<file path="src/rtl/run_det_pkg.sv">
// rtl/run_det_pkg.sv - shared constants for the run length detector
package run_det_pkg;

    // Two-state controller: no sample seen yet, or tracking a run
    localparam logic [0:0] ST_IDLE = 1'b0;
    localparam logic [0:0] ST_RUN  = 1'b1;

    // Behaviour once a run reaches RUN_LEN
    localparam int MODE_SUSTAIN = 0;
    localparam int MODE_REARM   = 1;

    // Legal RUN_LEN for a given run counter width
    function automatic bit run_len_ok(input int run_len, input int cnt_w);
        return (run_len >= 2) && (run_len <= (2 ** cnt_w) - 1);
    endfunction

endpackage

</file>
<file path="src/rtl/run_length_detector_if.sv">
// rtl/run_length_detector_if.sv - sample input and detector status bundle
interface run_length_detector_if #(
    parameter int CNT_W = 4,
    parameter int DET_W = 8
);
    logic             en;
    logic             w;
    logic             z;
    logic             z_pulse;
    logic             run_val;
    logic [CNT_W-1:0] run_cnt;
    logic [DET_W-1:0] det_cnt;

    // Sample source side
    modport master (
        output en,
        output w,
        input  z,
        input  z_pulse,
        input  run_val,
        input  run_cnt,
        input  det_cnt
    );

    // Detector side
    modport slave (
        input  en,
        input  w,
        output z,
        output z_pulse,
        output run_val,
        output run_cnt,
        output det_cnt
    );
endinterface

</file>
<file path="src/rtl/run_length_detector_event_counter.sv">
// rtl/run_length_detector_event_counter.sv - wrapping strobe counter
module event_counter #(
    parameter int W = 8
) (
    input  logic         clk,
    input  logic         reset,
    input  logic         inc,
    output logic [W-1:0] count
);

    logic [W-1:0] count_q;
    logic [W-1:0] count_d;

    // Advance by one per strobe; natural overflow gives the wrap to zero
    always_comb begin
        count_d = count_q;
        if (inc) begin
            count_d = count_q + W'(1);
        end
    end

    // Register the count with synchronous reset
    always_ff @(posedge clk) begin
        if (reset) begin
            count_q <= '0;
        end else begin
            count_q <= count_d;
        end
    end

    assign count = count_q;

endmodule

</file>
<file path="src/rtl/run_length_detector.sv">
// rtl/run_length_detector.sv - consecutive equal sample run detector
module run_length_detector
    import run_det_pkg::*;
#(
    parameter int RUN_LEN = 4,
    parameter int CNT_W   = 4,
    parameter int MODE    = 0,
    parameter int DET_W   = 8
) (
    input  logic                  clk,
    input  logic                  reset,
    run_length_detector_if.slave  bus
);

    if (!run_len_ok(RUN_LEN, CNT_W)) begin : g_run_len_check
        $error("RUN_LEN out of range for CNT_W");
    end

    if ((MODE != MODE_SUSTAIN) && (MODE != MODE_REARM)) begin : g_mode_check
        $error("MODE must be SUSTAIN or REARM");
    end

    localparam logic [CNT_W-1:0] RUN_LEN_C = CNT_W'(RUN_LEN);

    logic [0:0]       state_q;
    logic [0:0]       state_d;
    logic             run_val_q;
    logic             run_val_d;
    logic [CNT_W-1:0] run_cnt_q;
    logic [CNT_W-1:0] run_cnt_d;
    logic             z_pulse_q;
    logic             z_pulse_d;

    // Next run state from the current sample; a pulse marks the entry into RUN_LEN
    always_comb begin
        state_d   = state_q;
        run_val_d = run_val_q;
        run_cnt_d = run_cnt_q;
        z_pulse_d = 1'b0;
        if (bus.en) begin
            if ((state_q == ST_IDLE) || (bus.w != run_val_q)) begin
                state_d   = ST_RUN;
                run_val_d = bus.w;
                run_cnt_d = CNT_W'(1);
            end else if (run_cnt_q != RUN_LEN_C) begin
                run_cnt_d = run_cnt_q + CNT_W'(1);
            end else if (MODE == MODE_REARM) begin
                run_cnt_d = CNT_W'(1);
            end
            z_pulse_d = (run_cnt_d == RUN_LEN_C) && (run_cnt_q != RUN_LEN_C);
        end
    end

    // Run tracking registers with synchronous reset taking priority over en
    always_ff @(posedge clk) begin
        if (reset) begin
            state_q   <= ST_IDLE;
            run_val_q <= 1'b0;
            run_cnt_q <= '0;
            z_pulse_q <= 1'b0;
        end else begin
            state_q   <= state_d;
            run_val_q <= run_val_d;
            run_cnt_q <= run_cnt_d;
            z_pulse_q <= z_pulse_d;
        end
    end

    // Detection count advances on the same edge that raises z_pulse
    event_counter #(
        .W (DET_W)
    ) u_det_counter (
        .clk   (clk),
        .reset (reset),
        .inc   (z_pulse_d),
        .count (bus.det_cnt)
    );

    assign bus.z       = (state_q == ST_RUN) && (run_cnt_q == RUN_LEN_C);
    assign bus.z_pulse = z_pulse_q;
    assign bus.run_val = run_val_q;
    assign bus.run_cnt = run_cnt_q;

endmodule

</file>
<file path="src/flat_wrapper.sv">
// flat-port wrapper written by rule: the top's interface ports become plain ports
module run_length_detector_flat import run_det_pkg::*;
#(
    parameter int RUN_LEN = 4,
    parameter int CNT_W   = 4,
    parameter int MODE    = 0,
    parameter int DET_W   = 8
)
  (clk, reset, bus_en, bus_w, bus_z, bus_z_pulse, bus_run_val, bus_run_cnt, bus_det_cnt);
  run_length_detector_if #(.CNT_W(CNT_W), .DET_W(DET_W)) bus_i ();
  input  logic clk;
  input  logic reset;
  input wire logic [$bits(bus_i.en)-1:0] bus_en;
  input wire logic [$bits(bus_i.w)-1:0] bus_w;
  output wire logic [$bits(bus_i.z)-1:0] bus_z;
  output wire logic [$bits(bus_i.z_pulse)-1:0] bus_z_pulse;
  output wire logic [$bits(bus_i.run_val)-1:0] bus_run_val;
  output wire logic [$bits(bus_i.run_cnt)-1:0] bus_run_cnt;
  output wire logic [$bits(bus_i.det_cnt)-1:0] bus_det_cnt;
  assign bus_i.en = bus_en;
  assign bus_i.w = bus_w;
  assign bus_z = bus_i.z;
  assign bus_z_pulse = bus_i.z_pulse;
  assign bus_run_val = bus_i.run_val;
  assign bus_run_cnt = bus_i.run_cnt;
  assign bus_det_cnt = bus_i.det_cnt;
  run_length_detector #(.RUN_LEN(RUN_LEN), .CNT_W(CNT_W), .MODE(MODE), .DET_W(DET_W)) u_core (.clk(clk), .reset(reset), .bus(bus_i));
endmodule
</file>
<file path="config.mk">
export PLATFORM = sky130hd
export DESIGN_NAME = run_length_detector_flat
export DESIGN_NICKNAME = d
export VERILOG_FILES = /design/src/rtl/run_det_pkg.sv /design/src/rtl/run_length_detector_if.sv /design/src/rtl/run_length_detector_event_counter.sv /design/src/rtl/run_length_detector.sv /design/src/flat_wrapper.sv
export SDC_FILE = /design/constraint.sdc
export NUM_CORES = 1
export LEC_CHECK = 0
export CORE_ASPECT_RATIO = 1.2
export CORE_MARGIN = 2
export CORE_UTILIZATION = 43
export DETAILED_ROUTE_END_ITERATION = 12
export PLACE_DENSITY = 0.7
export SLEW_MARGIN = 5
export SYNTH_ARGS = -nofsm -noshare
export SYNTH_HDL_FRONTEND = slang
export SYNTH_SLANG_ARGS = --single-unit
</file>
<file path="constraint.sdc">
create_clock -name clk -period 1.86 [get_ports clk]
set_input_delay 0.558 -clock clk [delete_from_list [all_inputs] [get_ports clk]]
set_output_delay 0.558 -clock clk [all_outputs]
set_load 0.02 [all_outputs]
</file>
# Word level (Yosys, flattened, before mapping)
# Index checks and enable logic that the tools add are counted.
word_totals:
  reg_bits: 15
  in_bits: 4
op_classes:
  add_sub_neg: 2
  n_eq_ne: 4
  muxes: 4
  bitwise: 1
  reduce_logical: 4
ops:
  columns: ["cell", "n"]
  rows:
  - ["4-bit two-way mux", 3]
  - ["8-bit by 1-bit adder with 8-bit output (second input constant)", 1]
  - ["4-bit by 3-bit == test with 1-bit output (second input constant)", 2]
  - ["4-bit by 1-bit adder with 4-bit output (second input constant)", 1]
  - ["4-bit by 3-bit != test with 1-bit output (second input constant)", 1]
  - ["1-bit logical AND", 2]
  - ["2-bit AND reduction", 1]
  - ["1-bit logical OR", 1]
  - ["1-bit two-way mux", 1]
  - ["1-bit != test", 1]
  - ["1-bit NOT", 1]

# Logic depth before layout (Yosys ltp)
depth:
  depth_word: 7
  depth_mapped: 7
  depth_no_buf: 6

# Cells and area by module
# Synthesis repeated with hierarchy kept, for this count alone.
hier_totals:
  cells_unflattened: 84
  hier_area_um2: 757.0
by_module_without_submodules:
  columns: ["mod", "n_inst", "cells_each", "area_per_inst_um2", "seq_area_each_um2"]
  rows:
  - ["run_length_detector", 1, 47, 417.9, 140.1]
  - ["event_counter", 1, 37, 339.1, 160.2]

# Worst setup path after synthesis
# Ideal clock, no wire load.
synth_path:
  path_kind: "reg2reg"
  startpoint: "reg u_core.run_cnt_q[1], in the netlist u_core.bus.run_cnt[1]"
  endpoint: "reg u_core.u_det_counter.count_q[2], in the netlist u_core.u_det_counter.count[2]"
  arrival_ns: 1.967
  t_required_ns: 1.790
  slack_ns: -0.177
  path_stages_with_launch: 8
  path_buffers: 1
  cell_sequence: "dfxtp_1 -> inv_1 -> ha_1 -> and4b_1 -> nand2_2 -> buf_6 -> or4_1 -> a21oi_1"
synth_via:
  elab_chain_cells: 7
  elab_cells_between_ends: 8
synth_lines:
  columns: ["element", "line_no", "rtl"]
  rows:
  - ["from (decl)", "run_length_detector.sv:29", "logic [CNT_W-1:0] run_cnt_q;"]
  - ["from (signal assigned)", "run_length_detector.sv:64", "run_cnt_q <= run_cnt_d;"]
  - ["4-bit by 1-bit adder with 4-bit output or 4-bit by 3-bit != test with 1-bit output (tied branches)", "run_length_detector.sv:46, run_length_detector.sv:45, run_length_detector.sv:50", null]
  - ["4-bit two-way mux", "run_length_detector.sv:45", "end else if (run_cnt_q != RUN_LEN_C) begin"]
  - ["4-bit two-way mux", "run_length_detector.sv:41", "if ((state_q == ST_IDLE) || (bus.w != run_val_q)) begin"]
  - ["4-bit two-way mux", "run_length_detector.sv:40", "if (bus.en) begin"]
  - ["4-bit by 3-bit == test with 1-bit output", "run_length_detector.sv:50", "z_pulse_d = (run_cnt_d == RUN_LEN_C) && (run_cnt_q != RUN_LEN_C);"]
  - ["1-bit logical AND *", "run_length_detector.sv:50", null]
  - ["1-bit two-way mux *", "run_length_detector.sv:40", null]
  - ["to (signal assigned)", "run_length_detector_event_counter.sv:27", "count_q <= count_d;"]
  - ["to (decl)", "run_length_detector_event_counter.sv:11", "logic [W-1:0] count_q;"]
# Mark *: on every way between the ends. The rest lies on a longest branch, timed or not. The select of a mux whose other input is x is not followed.
# A chain may end at the register's enable or synchronous reset.

# Final worst setup path
layout_path:
  startpoint: "reg u_core.run_cnt_q[1], in the netlist u_core.bus.run_cnt[1]"
  endpoint: "reg u_core.u_det_counter.count_q[7], in the netlist u_core.u_det_counter.count[7]"
# Same word-level chain as after synthesis.

==> results.json <==
{
  "clock-sinks": 15,
  "num-fill-cells": 150,
  "syn_inst": 98,
  "power_density_nw_per_um2": 464.8,
  "synth_fa_ha_area_frac": 0.04405,
  "rsz0062_at_grt": "true",
  "drc": 0,
  "ys_warn_count": 0,
  "grt_pass1_vias": 793,
  "slew_headroom": 0.7146,
  "yosys-top-cells-area": "dfxtp_1 (35%), a21oi_1 (6.5%), o31ai_1 (5.3%)",
  "hold_viol": 0,
  "io_pins": 19,
  "syn_area_um2": 852.1,
  "critPathTopFamily": "simple AND/OR/NAND/NOR gates",
  "cp-start-kind": "flip-flop",
  "period_minus_slack_ns": 1.875,
  "hpwlAfterDp_mm": 1.461,
  "yosysSeqAreaShare": 0.3524,
  "cp_cell_sequence": "inv_2, ha_4, and4b_2, nand4_1, or4_4, a21oi_2",
  "end_kind": "flip-flop",
  "status": "finished, violations left",
  "grt_overflow_total": 0,
  "worst_pin_slew_ns": 0.4267,
  "worstPathArrival_ns": 2.08,
  "final_cells": 154,
  "fin_crit_sh": 1.008,
  "wl_met2_mm": 1.249,
  "violations": "setup timing",
  "hold_path_depth": 2,
  "wirelength_mm": 2.254,
  "max_stage_delay_ns": 0.56,
  "fin_area_um2": 1309,
  "p_comb_frac": 0.150,
  "cp_num_buf_inv": 1,
  "viasPerCell": 6.130,
  "cp_num_cells": 6,
  "pwr-share-seq": 0.539,
  "drive_gt1_frac": 0.3556,
  "cts_root_buffer": "clkbuf_4",
  "p_clk_frac": 0.311,
  "synth.avg_cell_area_um2": 8.695,
  "place.gp.congestion": 0.8537,
  "critical_path.slowest_cell": "or4_4",
  "clock_skew_ns": 0.01020,
  "power.switching_mw": 0.1555,
  "synth.distinct_cells": 33,
  "area_delta_synth_final_pct": 53.60,
  "die_area_um2": 2355,
  "ys_ff_latch": 15,
  "required_ns": 2.07,
  "clkLatencyLatePin_ns": 0.28,
  "start_util": 0.4604,
  "route.top_layer_used": "met4",
  "fp.dieH_um": 52.77,
  "internal_power_mw": 0.4528,
  "cp_max_fo": 3,
  "hold_path_class": "reg -> reg",
  "groute.usage.overall": 0.1924,
  "cts.reportedPaths.clkPinSlew_ns": 0.10,
  "num_vias": 944,
  "final_util": 0.7072,
  "wire_per_inst_um": 14.64,
  "reg2reg_depth": 6,
  "numCtsBuffers": 3,
  "finalPower_mw": 0.6083,
  "timing_worst_setup_path_type": "reg -> reg",
  "grt_first_pass_wirelength_mm": 3.360,
  "cts_buffer_depth": 2,
  "antenna_found_initial": 0,
  "drv_slew": 0,
  "nNetsFinal": 143,
  "core.rowCount": 17,
  "synth_top_family_by_area": "simple AND/OR/NAND/NOR gates",
  "finalSetupViolCount": 1,
  "wl_met3_um": 129,
  "firstDrtPassIters": 4,
  "ant_nets": 0,
  "synth_nets": 105,
  "grt_max_degree": 14,
  "diodes": 0,
  "post_synth_and_or_nand_nor_area_fraction": 0.3157,
  "die_x_um": 44.64,
  "synth_largest_area_cell": "dfxtp_1",
  "port-buffer-count": 18,
  "worst_slack_ns": -0.01484,
  "clock.fmax_ghz": 0.5334,
  "swShare": 0.2557,
  "p_leak_nw": 0.5626,
  "synth-compound-area-share": 0.1880,
  "place_area_um2": 1159,
  "ir_drop_uv": 321.8,
  "synth_xor_area_frac": 0.01909,
  "cap_violations": 0,
  "ctsHtreeMaxLevel": 1,
  "wl_met1_um": 833,
  "first_iter_violations": 21,
  "cts_tree": "done",
  "synth_top_area_frac": 0.3524,
  "core_area_um2": 1851,
  "dp.cells": 147,
  "synth_mux_area_frac": 0.01175
}
final timing paths:
kind / slack, ns / start / endpoint
max: -0.01 / u_core.bus.run_cnt[1]$_SDFFE_PP0P_ / u_core.u_det_counter.count[7]$_SDFFE_PP0P_
min: 0.50 / u_core.u_det_counter.count[7]$_SDFFE_PP0P_ / u_core.u_det_counter.count[7]$_SDFFE_PP0P_
max reg2reg: -0.01 / u_core.bus.run_cnt[1]$_SDFFE_PP0P_ / u_core.u_det_counter.count[7]$_SDFFE_PP0P_
min reg2reg: 0.50 / u_core.u_det_counter.count[7]$_SDFFE_PP0P_ / u_core.u_det_counter.count[7]$_SDFFE_PP0P_
metrics by stage:
step	setup slack [ns]	hold slack, ns	setup TNS [ns]
finish	-0.01484	0.4992	-0.01484
global route	-0.06609	0.5322	-0.3074
CTS	-0.02728	0.4981	-0.04532
detailed placement	-0.3089	0.4800	-2.686
global placement	-0.2699	0.4674	-2.363
floorplan	0.001941	0.4728	0
Yosys cell counts:
cell,instances
dfxtp_1,15
a21oi_1,11
nand3_1,6
o31ai_1,6
or4_1,6
inv_1,5
nand4_1,4
nor2b_1,4
ha_1,3
nand2_1,3
nand2b_1,3
nor2_1,3
a211oi_1,2
and3_1,2
and4b_1,2
buf_2,2
buf_6,2
clkbuf_1,2
nor3b_1,2
o21ai_0,2
a21bo_2,1
a21boi_0,1
and2_1,1
and4_1,1
mux2i_1,1
nand2_2,1
nand3b_1,1
nor3_1,1
nor4b_2,1
o32ai_1,1
o41ai_1,1
or3_1,1
xnor2_2,1
what timing repair did:
action,CTS,global route
cloned,1,1
buffers inserted,1,0
endpoints found under the setup margin,14,10
hold buffers,0,0
resized for setup,20,24
pin swaps,6,15
state kept, by name, indices dropped and copies added, names as in the netlist:
| name | count |
|---|---|
| u_core.bus.run_val | 1 |
| u_core.state_q | 1 |
| u_core.u_det_counter.count | 8 |
| u_core.bus.z_pulse | 1 |
| u_core.bus.run_cnt | 4 |
tightest hold or removal path: stages (launching register included):
cell,delay [ns]
dfxtp_1,0.33
o31ai_1,0.08
a21oi_2,0.05
area by class of cell:
type                    instances  area (µm²)  share of cell area
well taps                      19       23.77             0.01816
repair buffers                 38       344.1              0.2629
flip-flops and latches         15       307.8              0.2352
inverters                       5       18.77             0.01434
clock buffers                   4       26.28             0.02008
multi-input cells              73       588.1              0.4493
power by group through the flow:
stage	Combinational, mW	Sequential, mW	Clock [mW]
global placement	0.0781	0.335	0
global route	0.0981	0.329	0.202
finish	0.0913	0.328	0.189
detailed placement	0.0794	0.335	0
floorplan	0.0352	0.342	0
CTS	0.0818	0.327	0.189
cells in the final DEF, fill, tap and decap left out, types with 2 or more instances in the layout:
master,count
buf_4,16
dfxtp_1,13
dlygate4sd2_1,7
nand3_1,6
o31ai_1,6
a21oi_1,6
a21oi_2,5
dlymetal6s2s_1,5
clkdlybuf4s50_1,5
or4_4,4
nand4_1,4
nand2_1,4
buf_6,4
nor2_1,3
inv_1,3
nand2b_1,3
nor2b_1,3
clkbuf_4,3
inv_2,2
or4_1,2
o21ai_0,2
ha_4,2
dfxtp_4,2
kinds of logic (layout without fill, tap and decap cells):
logic type,Yosys count,in the layout
adders and majority gates,3,3
DFF,15,15
and+or+nand+nor,42,43
xor gates and xnor gates,1,1
AOI/OAI and AO/OA,25,25
buffers and inverters,11,47
muxes,1,1
per-layer routing:
metal,GRT usage,vias up
li1,-,443
met1,0.2159,458
met2,0.3671,37
met3,0.02069,6
met4,0.05556,0
met5,0,-
Power figures use the tool's default switching activity.
